$ cat src/rtl/mapper4510_ctx_xfer.sv
`default_nettype none
// ============================================================================
//  Module   : mapper4510_ctx_xfer
//  Purpose  : Save/restore sequencer for the user-mode 4510 MAP registers.
//             SAVE copies A/X/Y/Z from the mapper readback mux into a 4-byte
//             shadow; RESTORE writes them back through the mapper's
//             user-register load strobe, then waits for the fast-table
//             refresh (with a watchdog) before signalling completion.
//  Revision : 1.0  initial release
// ============================================================================
module mapper4510_ctx_xfer (
   input  logic       clk,
   input  logic       reset,
   input  logic       save_req,
   input  logic       restore_req,
   input  logic       map_active,
   input  logic       mapper_busy,
   input  logic [7:0] map_reg_data,
   output logic [1:0] map_reg_sel,
   output logic       hv_load_user_reg,
   output logic [7:0] hv_data,
   output logic       busy,
   output logic       done,
   output logic       err,
   input  logic [1:0] sh_idx,
   input  logic       sh_we,
   input  logic [7:0] sh_wdata,
   output logic [7:0] sh_rdata
);

   typedef enum logic [2:0] {
      ST_IDLE         = 3'd0,
      ST_SAVE         = 3'd1,
      ST_RESTORE      = 3'd2,
      ST_SETTLE       = 3'd3,
      ST_WAIT_REFRESH = 3'd4,
      ST_DONE         = 3'd5
   } state_t;

   // Watchdog value seen on the last allowed WAIT_REFRESH cycle: the count
   // would reach 63 on this cycle, so the refresh is declared stuck.
   localparam logic [5:0] WDOG_LAST = 6'd62;

   state_t     state, state_next;
   logic [1:0] idx, idx_next;
   logic [5:0] wdog, wdog_next;
   logic       err_next;
   logic       capture;
   logic [7:0] shadow [4];

   // Sequencer state, byte index, watchdog and sticky error registers.
   always_ff @(posedge clk) begin
      if (reset) begin
         state <= ST_IDLE;
         idx   <= 2'd0;
         wdog  <= 6'd0;
         err   <= 1'b0;
      end else begin
         state <= state_next;
         idx   <= idx_next;
         wdog  <= wdog_next;
         err   <= err_next;
      end
   end

   // Next-state decode and mapper-facing outputs.
   always_comb begin
      state_next       = state;
      idx_next         = idx;
      wdog_next        = wdog;
      err_next         = err;
      capture          = 1'b0;
      map_reg_sel      = 2'd0;
      hv_data          = 8'h00;
      hv_load_user_reg = 1'b0;
      busy             = 1'b0;
      done             = 1'b0;

      case (state)
         ST_IDLE: begin
            // SAVE has priority; a simultaneous restore is dropped.
            if (save_req) begin
               state_next = ST_SAVE;
               idx_next   = 2'd3;
               err_next   = 1'b0;
            end else if (restore_req) begin
               state_next = ST_RESTORE;
               idx_next   = 2'd3;
               err_next   = 1'b0;
            end
         end

         ST_SAVE: begin
            busy        = 1'b1;
            map_reg_sel = idx;
            // While the CPU runs MAP the readback is not trustworthy: hold.
            if (!map_active) begin
               capture = 1'b1;
               if (idx == 2'd0) state_next = ST_DONE;
               else             idx_next   = idx - 2'd1;
            end
         end

         ST_RESTORE: begin
            busy             = 1'b1;
            map_reg_sel      = idx;
            hv_data          = shadow[idx];
            hv_load_user_reg = ~map_active;
            // Advance only when a strobe actually went out, so a stall
            // neither skips nor repeats a byte. Z (idx 0) goes last since
            // it kicks off the mapper refresh.
            if (!map_active) begin
               if (idx == 2'd0) state_next = ST_SETTLE;
               else             idx_next   = idx - 2'd1;
            end
         end

         ST_SETTLE: begin
            // Gives mapper_busy one cycle to rise after the Z write.
            busy       = 1'b1;
            wdog_next  = 6'd0;
            state_next = ST_WAIT_REFRESH;
         end

         ST_WAIT_REFRESH: begin
            busy      = 1'b1;
            wdog_next = wdog + 6'd1;
            if (!mapper_busy) begin
               state_next = ST_DONE;
            end else if (wdog == WDOG_LAST) begin
               err_next   = 1'b1;
               state_next = ST_DONE;
            end
         end

         ST_DONE: begin
            done       = 1'b1;
            state_next = ST_IDLE;
         end

         default: state_next = ST_IDLE;
      endcase
   end

   // Shadow storage: SAVE captures, host writes only while idle.
   always_ff @(posedge clk) begin
      if (reset) begin
         for (int i = 0; i < 4; i++) shadow[i] <= 8'h00;
      end else if (capture) begin
         shadow[idx] <= map_reg_data;
      end else if (state == ST_IDLE && sh_we) begin
         shadow[sh_idx] <= sh_wdata;
      end
   end

   assign sh_rdata = shadow[sh_idx];

endmodule
`default_nettype wire
$ cat config.mk
export PLATFORM = sky130hd
export DESIGN_NAME = mapper4510_ctx_xfer
export DESIGN_NICKNAME = d
export VERILOG_FILES = /design/src/rtl/mapper4510_ctx_xfer.sv
export SDC_FILE = /design/constraint.sdc
export NUM_CORES = 1
export LEC_CHECK = 0
export BUFFER_PORTS_ARGS = -buffer_cell sky130_fd_sc_hd__buf_2
export CORE_MARGIN = 1
export CORE_UTILIZATION = 55
export CTS_CLUSTER_DIAMETER = 30
export CTS_CLUSTER_SIZE = 12
export DETAILED_ROUTE_END_ITERATION = 10
export GPL_TIMING_DRIVEN = 0
export PLACE_DENSITY = 0.81
export SYNTH_ARGS = -nofsm -noshare
export SYNTH_HDL_FRONTEND = slang
export SYNTH_SLANG_ARGS = --single-unit
$ cat constraint.sdc
create_clock -name clk -period 2.8 [get_ports clk]
set_input_delay 0.28 -clock clk [delete_from_list [all_inputs] [get_ports clk]]
set_output_delay 0.28 -clock clk [all_outputs]
set_load 0.05 [all_outputs]
==> results.sh, run 1 <==
export IMPL_setup_worst_path_class="flip-flop to flip-flop"
export IMPL_start_util_pct=57.7
export IMPL_timing_rr_end="shadow[3][2]"
export IMPL_via_count=2025
export IMPL_worst_setup_path_start_kind="flip-flop"
export IMPL_postLayoutCoreUtil_pct=66.9
export IMPL_clock_power_share_pct=20.2
export IMPL_status="finished, final reports clean"
export IMPL_gr_total_overflow=0
export IMPL_fmax_ghz=0.424
export IMPL_io_pin_count=47
export IMPL_p_comb_share_pct=42.4
export IMPL_post_dp_hpwl_um=4190
export IMPL_ctsHoldBuffers=0
export IMPL_ys_seq_elements=46
export IMPL_insertedDiodeCount=0
export IMPL_htree_levels=2
export IMPL_grt_setup_unrepaired="false"
export IMPL_warning_count_from_the_yosys_run=0
export IMPL_clk_pin_slew_worst_paths_ns=0.09
export IMPL_critical_path_endpoint_type="flip-flop"
export IMPL_final_period_utilization_pct=84.3
export IMPL_worstPathArrival_ns=2.38
export IMPL_tightest_slew_ns=0.777
export IMPL_path_cells="clkbuf_1, mux2i_1, a21oi_1, a221oi_1, buf_2"
export IMPL_postRouteWirelength_um=5980
export IMPL_ir_drop_mv=0.466
export IMPL_cts_resized=0
export IMPL_share_of_cells_above_drive_strength_1_pct=31.3
export IMPL_synth_area_top_cells="edfxtp_1, mux4_2, dfxtp_1"
export IMPL_yosys_area_top_type="edfxtp_1"
export IMPL_leading_cell_type_in_the_layout_fill_and_taps_excluded="buf_2"
export IMPL_seq_power_share_pct=37.4
export IMPL_grt_util_all_layers_pct=26.1
export IMPL_yosysUniqueCellTypes=43
export IMPL_detailedRoute_firstPassIterationCount=5
export IMPL_skew_ns=0.0126
export IMPL_maximum_capacitance_violations=0
export IMPL_fin_setup_tns_ns=0
export IMPL_cts_sink_count=46
export IMPL_drt_antenna_net_count=0
export IMPL_die_area_mm2=0.00491
export IMPL_avgViaCountPerCell=6.19
export IMPL_nNetsFinal=302
export IMPL_postLayoutCellArea_mm2=0.00295
export IMPL_synth_edff_count=32
export IMPL_post_synthesis_average_cell_area_um2=11.5
export IMPL_power_report_internal_total_mw=1.49
export IMPL_hold_path_end="err"
export IMPL_r2r_worst_path_cells=5
export IMPL_timing_hold_worst_path_depth=3
export IMPL_slowest_cell_on_the_critical_path="a221oi_1"
export IMPL_syn_nets=249
export IMPL_insertion_delay_ns=0.31
export IMPL_timing_final_setup_violations=0
export IMPL_synth_cells=221
export IMPL_power_leakage_nw=1.20
export IMPL_required_ns=2.82
export IMPL_seq_area_frac_synth_pct=48.7
export IMPL_die_h_um=70.0
export IMPL_finalHoldWorstSlack_ns=0.298
export IMPL_cp_max_fo=10
export IMPL_tritoncts="done"
export IMPL_grt_max_degree=16
export IMPL_clock_root_buffer="clkbuf_8"
export IMPL_core_mm2=0.00441
export IMPL_clk_path_buf_depth=2
export IMPL_p_total_mw=2.51
export IMPL_floorplan_die_width_um=70.0
export IMPL_drcViolationCount=0
export IMPL_cts_setup_buffers=0
export IMPL_critical_path_max_stage_delay_ns=0.64
export IMPL_final_report_max_slew_violation_count=0
export IMPL_ys_flop_type="edfxtp_1"
export IMPL_reg2reg_from="state[0]"
export IMPL_power_per_cell_area_mw_per_mm2=849
export IMPL_total_switching_power_mw=1.02
export IMPL_synth_async_sr_flop_share_pct=0
export IMPL_worst_slew_margin_pct=48.2
export IMPL_finalHoldViolations=0
export IMPL_first_global_vias=1963
export IMPL_startpoint_of_the_tightest_hold_check_path="mapper_busy"
export IMPL_fillerInstances=342
export IMPL_grt_antenna_before_repair=0
export IMPL_clock_buffers_created_by_tritoncts=5
export IMPL_hold_path_class="primary input to flip-flop"
export IMPL_area_growth_pct=16.0
export IMPL_synth_cell_area_mm2=0.00255
export IMPL_period_minus_slack_ns=2.36
export IMPL_routabilityCongestion=0.894
export IMPL_placementRows=24
export IMPL_drtIter0Drc=151
export IMPL_switching_share_of_total_power_pct=40.6
export IMPL_global_route_wire_length_before_repair_um=9650
export IMPL_placement_cell_area_mm2=0.00284
export IMPL_route_detailed_wl_per_inst_um=18.3
export IMPL_io_buffer_count=45
export IMPL_final_cell_mix="buf_2, nor2_1, edfxtp_1"
export IMPL_synth_top_area_share_pct=37.7
export IMPL_setup_slack_of_the_worst_register_to_register_path_ns=0.44
[Yosys cell counts, types with 6 or more instances]
| master | number |
|---|---|
| edfxtp_1 | 32 |
| nor2_1 | 32 |
| mux4_2 | 16 |
| inv_1 | 15 |
| dfxtp_1 | 14 |
| a21oi_1 | 10 |
| and3_1 | 10 |
| a22oi_1 | 8 |
| clkbuf_1 | 8 |
| nand2_1 | 7 |
| nand2b_1 | 7 |
| buf_2 | 6 |
| nor3_1 | 6 |
[worst max path at each step]
stage | depth (start not counted) | slack (ns) | start | to
final | 5 | 0.44 | state[0] | shadow[3][2]
after global routing | 5 | 0.21 | state[0] | shadow[3][2]
after CTS | 5 | 0.44 | state[0] | shadow[3][2]
after detailed placement | 5 | 0.39 | reset | shadow[3][5]
after global placement | 4 | 0.09 | reset | shadow[3][5]
after floorplan | 3 | 0.41 | state[1] | hv_load_user_reg
[worst max-delay path, delay by kind of cell (launching register included)]
kind / cells / cell delay [ns]
AOI/OAI and AO/OA: 2 / 0.72
buffers and inverters: 2 / 0.68
DFF: 1 / 0.42
muxes: 1 / 0.24
[layout make-up]
type                    count  area, um^2  share of cell area, %
flip-flops and latches     46        1240                   42.0
clock inverters             3        43.8                   1.48
clock buffers               5        68.8                   2.33
inverters                  15        56.3                   1.91
plain buffers              14        60.1                   2.03
repair buffers             46         230                   7.79
well taps                  52        65.1                   2.20
multi-input cells         146        1190                   40.2
[power by group through the flow]
stage               Clock [mW]  Sequential [mW]  Combinational, mW
finish                   0.505            0.939               1.06
global route             0.526            0.952               1.14
CTS                      0.505            0.937               1.06
detailed placement           0            0.951               1.05
global placement             0            0.940               1.03
floorplan                    0            0.935              0.813
[flip-flops by register name, summed over array words and instances, names as in the netlist, named ones only]
register and flops:
idx 2, state 3, wdog 6, shadow 32, err 1
[cells by family after synthesis]
| group | share of synthesized area, % |
|---|---|
| flip-flops | 48.7 |
| adder cells (fa/ha/maj) | 1.47 |
| buffers and inverters | 4.57 |
| XOR/XNOR | 1.38 |
| multiplexers | 14.5 |
| AND/OR/NAND/NOR | 16.7 |
| AO/OA/AOI/OAI | 12.6 |
[routing by layer]
| metal | up-vias | wire length (um) | global-route usage [%] |
|---|---|---|---|
| met2 | 91 | 3070 | 43.7 |
| met4 | 0 | 115 | 12.2 |
| li1 | 938 | - | - |
| met5 | - | 0 | 0 |
| met1 | 984 | 2420 | 32.9 |
| met3 | 12 | 372 | 4.62 |
[per-stage QoR]
| step | instances | setup WS (ns) |
|---|---|---|
| 2_1_floorplan | 221 | 0.408 |
| 3_3_place_gp | 318 | 0.0861 |
| 3_5_place_dp | 319 | 0.395 |
| 4_1_cts | 327 | 0.444 |
| 5_1_grt | 327 | 0.213 |
| 6_report | 327 | 0.440 |
Power figures use the tool's default switching activity.
==> run 2, diff against run 1 <==
Clock period 2.8 ns to 2.25 ns, I/O delays scaled along.
==> results.sh, run 2 (synthesized netlist as in run 1, its figures left out) <==
export IMPL_grt_antenna_before_repair=0
export IMPL_status="finished, final reports clean"
export IMPL_detailedPlace_worstSlack_ns=-0.145
export IMPL_core_mm2=0.00441
export IMPL_final_report_max_slew_violation_count=0
export IMPL_setup_worst_path_class="flip-flop to primary output"
export IMPL_postLayoutCoreUtil_pct=67.6
export IMPL_fin_ws_ns=0.0736
export IMPL_placementRows=24
export IMPL_avgViaCountPerCell=6.15
export IMPL_clk_pin_slew_worst_paths_ns=0.09
export IMPL_postLayoutCellArea_mm2=0.00299
export IMPL_final_cell_mix="buf_2, nor2_1, edfxtp_1"
export IMPL_worstPathArrival_ns=1.95
export IMPL_drcViolationCount=0
export IMPL_insertedDiodeCount=0
export IMPL_p_comb_share_pct=42.7
export IMPL_gr_total_overflow=0
export IMPL_cts_setup_buffers=0
export IMPL_postRouteWirelength_um=5960
export IMPL_largest_register="shadow"
export IMPL_routabilityCongestion=0.841
export IMPL_critical_path_endpoint_type="primary output"
export IMPL_area_growth_pct=17.2
export IMPL_ir_drop_mv=0.501
export IMPL_nNetsFinal=302
export IMPL_power_leakage_nw=1.20
export IMPL_p_total_mw=3.12
export IMPL_worst_slew_margin_pct=56.4
export IMPL_insertion_delay_ns=0.30
export IMPL_required_ns=2.03
export IMPL_via_count=2011
export IMPL_drt_antenna_net_count=0
export IMPL_worst_setup_path_start_kind="flip-flop"
export IMPL_clock_root_buffer="clkbuf_8"
export IMPL_final_period_utilization_pct=96.7
export IMPL_post_dp_hpwl_um=4330
export IMPL_reg_largest_list="shadow: 32 flops, wdog: 6 flops, state: 3 flops"
export IMPL_switching_share_of_total_power_pct=40.4
export IMPL_timing_final_setup_violations=0
export IMPL_share_of_cells_above_drive_strength_1_pct=32.4
export IMPL_post_layout_nonfiller_instances=327
export IMPL_htree_levels=2
export IMPL_fmax_ghz=0.459
export IMPL_leading_cell_type_in_the_layout_fill_and_taps_excluded="buf_2"
export IMPL_cp_max_fo=10
export IMPL_detailedRoute_firstPassIterationCount=5
export IMPL_period_minus_slack_ns=2.18
export IMPL_skew_ns=0.00557
export IMPL_number_of_flip_flops_in_the_largest_register=32
export IMPL_seq_power_share_pct=37.6
export IMPL_tritoncts="done"
export IMPL_maximum_capacitance_violations=0
export IMPL_finalHoldViolations=0
export IMPL_grt_max_degree=15
export IMPL_floorplan_die_width_um=70.0
export IMPL_placement_cell_area_mm2=0.00285
export IMPL_global_route_wire_length_before_repair_um=9430
export IMPL_io_buffer_count=45
export IMPL_fin_setup_tns_ns=0
export IMPL_numPlacedInstances=319
export IMPL_die_h_um=70.0
export IMPL_finalHoldWorstSlack_ns=0.238
export IMPL_clock_power_share_pct=19.7
export IMPL_power_per_cell_area_mw_per_mm2=1050
export IMPL_cts_sink_count=46
export IMPL_tightest_slew_ns=0.654
export IMPL_start_util_pct=57.7
export IMPL_clk_path_buf_depth=2
export IMPL_first_global_vias=1933
export IMPL_power_report_internal_total_mw=1.86
export IMPL_die_area_mm2=0.00491
export IMPL_drtIter0Drc=165
export IMPL_grt_util_all_layers_pct=25.6
export IMPL_clock_buffers_created_by_tritoncts=5
export IMPL_hold_path_class="primary input to flip-flop"
export IMPL_io_pin_count=47
export IMPL_total_switching_power_mw=1.26
export IMPL_timing_hold_worst_path_depth=3
export IMPL_r2r_worst_path_cells=5
export IMPL_route_detailed_wl_per_inst_um=18.2
run 2: cell types whose count changed in the layout (fill, tap and decap cells not counted), sizes merged:
cell	before	now
clkinvlp	0	1
inv	16	15
clkinv	1	0
clkbuf	13	14
run 2: per-layer routing:
layer | part of all wire (%) | up-vias | GRT usage [%]
li1 | - | 940 | -
met1 | 40 | 976 | 32.1
met2 | 52 | 83 | 43.6
met3 | 5.4 | 12 | 4.76
met4 | 1.9 | 0 | 10.4
met5 | 0 | - | 0
run 2: timing repair:
action / in CTS / in global routing
hold buffers: 0 / 0
resized for setup: 2 / 3
setup endpoints to repair: 12 / 16
run 2: cell type report:
cell class                 count  area, um^2
buffer                        14        60.1
clock buffer                   6        72.6
clock inverter                 2        37.5
fill                         330        1430
inverter                      15        56.3
multi-input combinational    146        1220
sequential                    46        1240
tap                           52        65.1
timing repair buffer          46         233
run 2: worst paths after layout:
check	start	endpoint	slack (ns)
setup / recovery	state[2]	hv_data[6]	0.07
hold / removal	mapper_busy	err	0.24
setup reg to reg	state[2]	shadow[0][7]	0.11
hold reg to reg	wdog[4]	wdog[4]	0.49
run 2: power groups by stage:
stage | clock [mW] | combinational [mW] | sequential (mW)
final | 0.615 | 1.33 | 1.17
after floorplan | 0 | 1.02 | 1.16
after detailed placement | 0 | 1.31 | 1.19
after global placement | 0 | 1.28 | 1.17
after global routing | 0.643 | 1.43 | 1.19
after CTS | 0.614 | 1.32 | 1.17
run 2: worst max-delay path, stage by stage (launching register included):
cell and delay [ns]:
dfxtp_1 0.38, clkbuf_1 0.26, nor2_1 0.51, and3_1 0.24, buf_2 0.26
==> run 3, diff against run 2 <==
Settings changed: CELL_PAD_IN_SITES_DETAIL_PLACEMENT set to 1, CELL_PAD_IN_SITES_GLOBAL_PLACEMENT set to 2, CORE_UTILIZATION 55 to 36, GPL_ROUTABILITY_DRIVEN set to 0.
==> results.sh, run 3 (synthesized netlist as in run 1, its figures left out) <==
export IMPL_drcViolationCount=0
export IMPL_critical_path_top_delay_family="simple AND/OR/NAND/NOR gates"
export IMPL_period_minus_slack_ns=2.16
export IMPL_insertedDiodeCount=0
export IMPL_power_leakage_nw=1.20
export IMPL_tightest_slew_ns=0.721
export IMPL_clk_path_buf_depth=2
export IMPL_number_of_flip_flops_in_the_largest_register=32
export IMPL_via_count=2054
export IMPL_clock_root_buffer="clkbuf_8"
export IMPL_critical_path_endpoint_type="flip-flop"
export IMPL_reg_largest_list="shadow: 32 flops, wdog: 6 flops, state: 3 flops"
export IMPL_htree_levels=2
export IMPL_critical_path_max_stage_delay_ns=0.38
export IMPL_postRouteWirelength_um=7020
export IMPL_final_period_utilization_pct=96.2
export IMPL_detailedRoute_firstPassIterationCount=4
export IMPL_nNetsFinal=301
export IMPL_drt_antenna_net_count=0
export IMPL_tritoncts="done"
export IMPL_p_total_mw=3.19
export IMPL_cp_max_fo=10
export IMPL_worst_setup_path_start_kind="flip-flop"
export IMPL_share_of_cells_above_drive_strength_1_pct=33.6
export IMPL_post_dp_hpwl_um=4980
export IMPL_avgViaCountPerCell=5.55
export IMPL_skew_ns=0.00255
export IMPL_finalHoldWorstSlack_ns=0.243
export IMPL_power_per_cell_area_mw_per_mm2=1040
export IMPL_setup_slack_of_the_worst_register_to_register_path_ns=0.09
export IMPL_route_detailed_wl_per_inst_um=19.0
export IMPL_placement_cell_area_mm2=0.00291
export IMPL_io_buffer_count=45
export IMPL_floorplan_die_width_um=86.1
export IMPL_multiInputGateArea_mm2=0.00125
export IMPL_core_mm2=0.00683
export IMPL_die_h_um=86.1
export IMPL_hold_path_class="primary input to flip-flop"
export IMPL_placementRows=30
export IMPL_area_taken_by_flip_flops_and_latches_mm2=0.00124
export IMPL_die_area_mm2=0.00741
export IMPL_r2r_worst_path_cells=5
export IMPL_reg2reg_from="state[2]"
export IMPL_critical_path_startpoint="state[2]"
export IMPL_ir_drop_mv=0.388
export IMPL_crit_buf_inv=1
export IMPL_path_cells="nand2b_1, nor4_4, clkbuf_4, a32oi_4, nand2b_2"
export IMPL_final_cell_mix="buf_2, edfxtp_1, nor2_1"
export IMPL_first_global_vias=2048
export IMPL_cts_sink_count=46
export IMPL_worst_slew_margin_pct=52.0
export IMPL_drtIter0Drc=132
export IMPL_startpoint_of_the_tightest_hold_check_path="mapper_busy"
export IMPL_area_growth_pct=20.5
export IMPL_timing_final_setup_violations=0
export IMPL_maximum_capacitance_violations=0
export IMPL_required_ns=2.24
export IMPL_setup_worst_path_class="flip-flop to flip-flop"
export IMPL_largest_register="shadow"
export IMPL_gr_total_overflow=0
export IMPL_cts_setup_buffers=0
export IMPL_fmax_ghz=0.462
export IMPL_grt_util_all_layers_pct=19.4
export IMPL_fin_setup_tns_ns=0
export IMPL_status="finished, final reports clean"
export IMPL_postLayoutCellArea_mm2=0.00307
export IMPL_leading_cell_type_in_the_layout_fill_and_taps_excluded="buf_2"
export IMPL_start_util_pct=37.3
export IMPL_insertion_delay_ns=0.30
export IMPL_finalHoldViolations=0
export IMPL_grt_setup_unrepaired="false"
export IMPL_global_route_wire_length_before_repair_um=10800
export IMPL_worstPathArrival_ns=2.15
export IMPL_timing_hold_worst_path_depth=3
export IMPL_postLayoutCoreUtil_pct=44.9
export IMPL_clk_pin_slew_worst_paths_ns=0.08
export IMPL_final_report_max_slew_violation_count=0
export IMPL_fillerInstances=789
export IMPL_hold_path_end="err"
export IMPL_io_pin_count=47
export IMPL_grt_antenna_before_repair=0
export IMPL_timing_rr_end="shadow[0][0]"
export IMPL_clock_buffers_created_by_tritoncts=5
export IMPL_ctsHoldBuffers=0
export IMPL_grt_max_degree=15
export IMPL_slowest_cell_on_the_critical_path="dfxtp_1"
-- run 3: metal layers --
metal / up-vias / part of all wire, % / global-route usage (%)
met1: 1049 / 43 / 25.1
met4: 0 / 1.4 / 5.61
met2: 54 / 52 / 33.5
met5: - / 0 / 0
li1: 941 / - / -
met3: 10 / 3.4 / 3.27
-- run 3: worst max path at each step --
stage	depth (start not counted)	endpoint	slack (ns)
after floorplan	5	flip-flop	0.08
after global placement	4	shadow[3][5]	-0.52
after detailed placement	5	shadow[3][2]	-0.29
after CTS	4	hv_data[6]	0.01
after global routing	5	shadow[0][0]	0.02
final	5	shadow[0][0]	0.09
-- run 3: where the power goes --
group	internal [mW]	switching (mW)	total [mW]
Clock	0.332	0.285	0.617
Sequential	1.07	0.106	1.17
Combinational	0.474	0.927	1.40
Total	1.87	1.32	3.19
-- run 3: layout make-up --
cell class                 count  area share [%]
clock inverter                 2            1.22
clock buffer                   6            2.37
sequential                    46            40.5
timing repair buffer          46            7.59
buffer                        13            1.96
inverter                      15            1.84
multi-input combinational    146            40.7
tap                           96            3.92
-- run 3: worst register-to-register path, stage by stage (launching register included) --
cell and delay, ns:
dfxtp_1 0.38, nand2b_1 0.28, nor4_4 0.33, clkbuf_4 0.35
a32oi_4 0.24, nand2b_2 0.28
-- run 3: stage by stage --
step / std cells / setup WS [ns]
after global routing: 370 / 0.0156
after CTS: 371 / 0.0148
after floorplan: 221 / 0.0844
after global placement: 362 / -0.519
after detailed placement: 363 / -0.293
final: 370 / 0.0854
-- run 3: timing repair --
action | CTS | global route
endpoints found under the setup margin | 24 | 28
cloned | 0 | 0
gates resized for setup | 6 | 6
